===== src/rtl/fetch_queue_stage.sv =====
// rtl/fetch_queue_stage.sv - IF stage with prefetch queue, in-order imem requests and redirect squash
module fetch_queue_stage #(
    parameter int              XLEN     = 32,
    parameter int              QDEPTH   = 4,
    parameter logic [XLEN-1:0] RESET_PC = '0
) (
    input  logic            clk,
    input  logic            arst_n,
    input  logic            stall_f,
    input  logic            stall_d,
    input  logic            flush_d,
    input  logic            pcsrc_e,
    input  logic [XLEN-1:0] pc_target_e,
    output logic            imem_req_valid,
    input  logic            imem_req_ready,
    output logic [XLEN-1:0] imem_req_addr,
    input  logic            imem_rsp_valid,
    input  logic [XLEN-1:0] imem_rsp_data,
    output logic [XLEN-1:0] instr_d,
    output logic [XLEN-1:0] pc_d,
    output logic [XLEN-1:0] pc_plus4_d,
    output logic            valid_d
);
    localparam int PW = $clog2(QDEPTH);
    localparam int CW = PW + 1;

    logic [XLEN-1:0]   pc_f_q, pc_f_d;
    logic [XLEN-1:0]   slot_pc_q    [QDEPTH];
    logic [XLEN-1:0]   slot_instr_q [QDEPTH];
    logic [QDEPTH-1:0] filled_q, filled_d;
    logic [PW-1:0]     head_q, head_d, tail_q, tail_d, fill_q, fill_d;
    logic [CW-1:0]     alloc_cnt_q, alloc_cnt_d;
    logic [CW-1:0]     unans_q, unans_d;
    logic [CW-1:0]     drop_cnt_q, drop_cnt_d;
    logic [XLEN-1:0]   instr_q, instr_d_n, pc_q, pc_d_n, pc_plus4_q, pc_plus4_d_n;
    logic              valid_q, valid_d_n;

    logic req_fire, rsp_drop, rsp_fill, head_filled, pop;

    // Held low during reset so no request escapes before state is known
    assign imem_req_valid = arst_n & ~stall_f & ~pcsrc_e & (alloc_cnt_q < CW'(QDEPTH));
    assign imem_req_addr  = pc_f_q;
    assign req_fire       = imem_req_valid & imem_req_ready;
    assign rsp_drop       = imem_rsp_valid & (drop_cnt_q != '0);
    assign rsp_fill       = imem_rsp_valid & (drop_cnt_q == '0) & (unans_q != '0);
    assign head_filled    = filled_q[head_q];
    assign pop            = ~pcsrc_e & ~flush_d & ~stall_d & head_filled;

    always_comb begin
        pc_f_d      = pc_f_q;
        filled_d    = filled_q;
        head_d      = head_q;
        tail_d      = tail_q;
        fill_d      = fill_q;
        alloc_cnt_d = alloc_cnt_q;
        unans_d     = unans_q;
        drop_cnt_d  = drop_cnt_q;
        if (pcsrc_e) begin
            pc_f_d      = pc_target_e & ~XLEN'(3);
            filled_d    = '0;
            head_d      = '0;
            tail_d      = '0;
            fill_d      = '0;
            alloc_cnt_d = '0;
            unans_d     = '0;
            // Every unanswered request still owes a response; one may be arriving now
            drop_cnt_d  = drop_cnt_q + unans_q - CW'(imem_rsp_valid);
        end else begin
            if (req_fire) pc_f_d = pc_f_q + XLEN'(4);
            alloc_cnt_d = alloc_cnt_q + CW'(req_fire) - CW'(pop);
            unans_d     = unans_q + CW'(req_fire) - CW'(rsp_fill);
            drop_cnt_d  = drop_cnt_q - CW'(rsp_drop);
            head_d      = head_q + PW'(pop);
            tail_d      = tail_q + PW'(req_fire);
            fill_d      = fill_q + PW'(rsp_fill);
            if (pop)      filled_d[head_q] = 1'b0;
            if (rsp_fill) filled_d[fill_q] = 1'b1;
        end
    end

    always_comb begin
        instr_d_n    = instr_q;
        pc_d_n       = pc_q;
        pc_plus4_d_n = pc_plus4_q;
        valid_d_n    = valid_q;
        if (pcsrc_e || flush_d || (!stall_d && !head_filled)) begin
            instr_d_n    = '0;
            pc_d_n       = '0;
            pc_plus4_d_n = '0;
            valid_d_n    = 1'b0;
        end else if (!stall_d) begin
            instr_d_n    = slot_instr_q[head_q];
            pc_d_n       = slot_pc_q[head_q];
            pc_plus4_d_n = slot_pc_q[head_q] + XLEN'(4);
            valid_d_n    = 1'b1;
        end
    end

    always_ff @(posedge clk or negedge arst_n) begin
        if (!arst_n) begin
            pc_f_q      <= RESET_PC;
            filled_q    <= '0;
            head_q      <= '0;
            tail_q      <= '0;
            fill_q      <= '0;
            alloc_cnt_q <= '0;
            unans_q     <= '0;
            drop_cnt_q  <= '0;
            instr_q     <= '0;
            pc_q        <= '0;
            pc_plus4_q  <= '0;
            valid_q     <= 1'b0;
        end else begin
            pc_f_q      <= pc_f_d;
            filled_q    <= filled_d;
            head_q      <= head_d;
            tail_q      <= tail_d;
            fill_q      <= fill_d;
            alloc_cnt_q <= alloc_cnt_d;
            unans_q     <= unans_d;
            drop_cnt_q  <= drop_cnt_d;
            instr_q     <= instr_d_n;
            pc_q        <= pc_d_n;
            pc_plus4_q  <= pc_plus4_d_n;
            valid_q     <= valid_d_n;
        end
    end

    // Slot payload is qualified by filled_q, so it needs no reset
    always_ff @(posedge clk) begin
        if (req_fire) slot_pc_q[tail_q]    <= pc_f_q;
        if (rsp_fill) slot_instr_q[fill_q] <= imem_rsp_data;
    end

    assign instr_d    = instr_q;
    assign pc_d       = pc_q;
    assign pc_plus4_d = pc_plus4_q;
    assign valid_d    = valid_q;
endmodule


===== config.mk =====
export PLATFORM = sky130hd
export DESIGN_NAME = fetch_queue_stage
export DESIGN_NICKNAME = d
export VERILOG_FILES = /design/src/rtl/fetch_queue_stage.sv
export SDC_FILE = /design/constraint.sdc
export NUM_CORES = 1
export LEC_CHECK = 0
export BUFFER_PORTS_ARGS = -buffer_cell sky130_fd_sc_hd__buf_2
export CAP_MARGIN = 20
export CELL_PAD_IN_SITES_DETAIL_PLACEMENT = 1
export CELL_PAD_IN_SITES_GLOBAL_PLACEMENT = 2
export CORE_MARGIN = 3
export CORE_UTILIZATION = 45
export DETAILED_ROUTE_END_ITERATION = 10
export PLACE_DENSITY = 0.89
export SYNTH_ARGS = -nofsm -noshare
export SYNTH_HDL_FRONTEND = slang
export SYNTH_SLANG_ARGS = --single-unit

===== constraint.sdc =====
create_clock -name clk -period 9.65 [get_ports clk]
set_input_delay 1.93 -clock clk [delete_from_list [all_inputs] [get_ports clk]]
set_output_delay 1.93 -clock clk [all_outputs]
set_load 0.1 [all_outputs]

==> out/metrics.yaml <==
setup_viol: 0
die_w_microns: 193.7
postCtsHoldBufs: 0
yosysSeqAreaShare: 0.6937
htreeDepth: 2
ys_types: 58
grt_setup_unrepaired: "false"
area_growth_pct: 17.47
nNetsFinal: 1316
ys_ff_latch: 390
fin_worst_skew_ns: 0.008914
syn_inst: 1032
synth_top_family_by_area: "multiplexers"
viasPerCell: 5.507
pre_cts_ws_ns: 4.109
hp-class: "register to register"
status: "finished, final reports clean"
vias: 9461
synth_flop_cell: "edfxtp_1"
power_frac_clock: 0.414
dpl.hpwl_mm: 24.66
muxShareOfSynthArea: 0.09437
finalCriticalPeriod_ns: 5.436
grt_max_degree: 94
r2r_setup_slack_ns: 6.10
clk_path_buf_depth: 3
cts_tree: "done"
antenna_found_initial: 1
crit_path_max_fanout: 74
clkTransAtPathRegs_ns: 0.06
core-area_sq_um: 34630
clkLatencyLatePin_ns: 0.52
ios: 202
yosysTopAreaCellShare: 0.4696
seq_power_share: 0.502
synth-xor-area-share: 0.02154
firstDrtPassIters: 4
p_int_mw: 2.812
place.gp.congestion: 0.8023
initial_core_util: 0.4579
switchingPower_uw: 916.3
port_buffers: 193
drc: 0
final.setup.tns_ns: 0
layout_commonest_cell: "edfxtp_1"
cts_root_buffer: "clkbuf_16"
min_period_over_period: 0.5633
ir_worst_vdd_mv: 0.1215
totalWireLength_mm: 37.95
drive_above_1_share: 0.2742
post_cts_buffers: 0
synthSimpleGateAreaFrac: 0.08308
synth.area.top_cells: "edfxtp_1, dfrtp_1, mux4_2"
gr-total-overflow: 0
yosysWarnings: 0
ff2ff_path_depth: 8
yosysTopAreaCell: "edfxtp_1"
fmax_ghz: 0.1840
grt_pass1_vias: 10120
slew_viol_final: 0
p_leak_nw: 7.304
synth_fa_ha_area_frac: 0.01326
synth_area_per_cell_sq_um: 15.37
numCtsBuffers: 41
worst_ep_arrival_time_ns: 3.51
startpoint_type: "input pin"
worst_slack_ns: 4.214
wl_per_cell_microns: 22.09
hold_depth: 2
powerDensity_nw_per_um2: 200.2
synth-edff-count: 248
maxSlewHeadroom: 0.2852
worstPathRequired_ns: 7.72
placementRows: 68
crit_type: "input pin to primary output"
synth_compound_area_frac: 0.06872
drt.antenna.violating_nets: 0
grt_use_total: 0.2014
pwr-share-comb: 0.084
whs_ns: 0.4764
fillers: 3400
cts_sinks: 390
hold_viol_final: 0
fp.dieArea_sq_um: 37530
cp-end-kind: "primary output"
grt_first_pass_wirelength_mm: 60.00
drtIter0Drc: 542
switching_share: 0.2457
tightest_slew_ns: 1.072
synth_area_sq_um: 15860
synthArstFlopShare: 0.3641
final_cell_mix: "edfxtp_1, buf_2, dfrtp_1"
die_h_microns: 193.7
cts-resized-gates: 0
drv_cap: 0
## metal layers
metal  global-route usage  vias to the layer above  wire [microns]
met1               0.2967                     4910           17580
met5                    0                        -               0
met3              0.03232                       46            1672
li1                     -                     4299               -
met4              0.04233                        0             595
met2               0.3226                      206           18100
## cells in the mapped netlist (17+ instances only)
| master | instances |
|---|---|
| edfxtp_1 | 248 |
| nor2_1 | 28 |
| inv_1 | 22 |
| nand3_1 | 17 |
| dfrtp_1 | 142 |
| mux4_2 | 53 |
| a22o_1 | 37 |
| nand2_1 | 138 |
| o21ai_0 | 48 |
| a21oi_1 | 39 |
| xnor2_1 | 26 |
| clkbuf_1 | 35 |
## power groups by stage
stage,sequential (mW),clock [mW],combinational [mW]
finish,1.87,1.54,0.312
global route,1.88,1.65,0.337
CTS,1.87,1.58,0.315
detailed placement,1.90,0,0.314
global placement,1.90,0,0.305
floorplan,2.00,0,0.114
## worst max-delay path, cell delays in order
cell and delay [ns]:
buf_6 0.53, nor4b_1 0.49, buf_2 0.52
## worst paths after layout
check	start	end
setup / recovery	arst_n	imem_req_valid
hold / removal	pc_plus4_d[4]	pc_plus4_d[4]
setup reg to reg	head_q[0]	pc_plus4_d[22]
hold reg to reg	pc_plus4_d[4]	pc_plus4_d[4]
max in group asynchronous	arst_n	instr_d[23]
min in group asynchronous	arst_n	imem_req_addr[8]
## metrics by stage
step | power, mW | utilization | cell area, sq um | instances
floorplan | 2.117 | - | 15880 | 1037
global placement | 2.204 | 0.4979 | 17240 | 1639
detailed placement | 2.218 | 0.4987 | 17270 | 1640
CTS | 3.763 | 0.5371 | 18600 | 1716
global route | 3.863 | 0.5379 | 18630 | 1718
finish | 3.729 | 0.5379 | 18630 | 1718
## state kept, by name, summed over array words and instances, names as in the netlist
register and cells:
slot_instr_q 128, slot_pc_q 120, instr_d 32, imem_req_addr 30, pc_d 30, pc_plus4_d 30, filled_q 4, alloc_cnt_q 3
drop_cnt_q 3, unans_q 3, fill_q 2, head_q 2, tail_q 2, valid_d 1
## kinds of logic (layout without fill, tap and decap cells)
family | after synthesis | count (layout)
AO/OA/AOI/OAI | 167 | 167
multiplexers | 67 | 67
AND/OR/NAND/NOR | 271 | 271
flip-flops | 390 | 390
adder cells (fa/ha/maj) | 15 | 15
other | 1 | 7
buffers and inverters | 82 | 307
XOR/XNOR | 39 | 39
## cell type report
| type | instances | area (sq um) | share of cell area |
|---|---|---|---|
| repair buffers | 208 | 1125 | 0.06038 |
| diodes | 1 | 2.502 | 0.0001343 |
| flip-flops and latches | 390 | 11010 | 0.5908 |
| inverters | 23 | 86.33 | 0.004635 |
| clock inverters | 13 | 126.4 | 0.006784 |
| multi-input cells | 565 | 4512 | 0.2422 |
| well taps | 455 | 569.3 | 0.03056 |
| clock buffers | 63 | 1201 | 0.06448 |
Note: power is estimated with default switching activity, not from simulation.
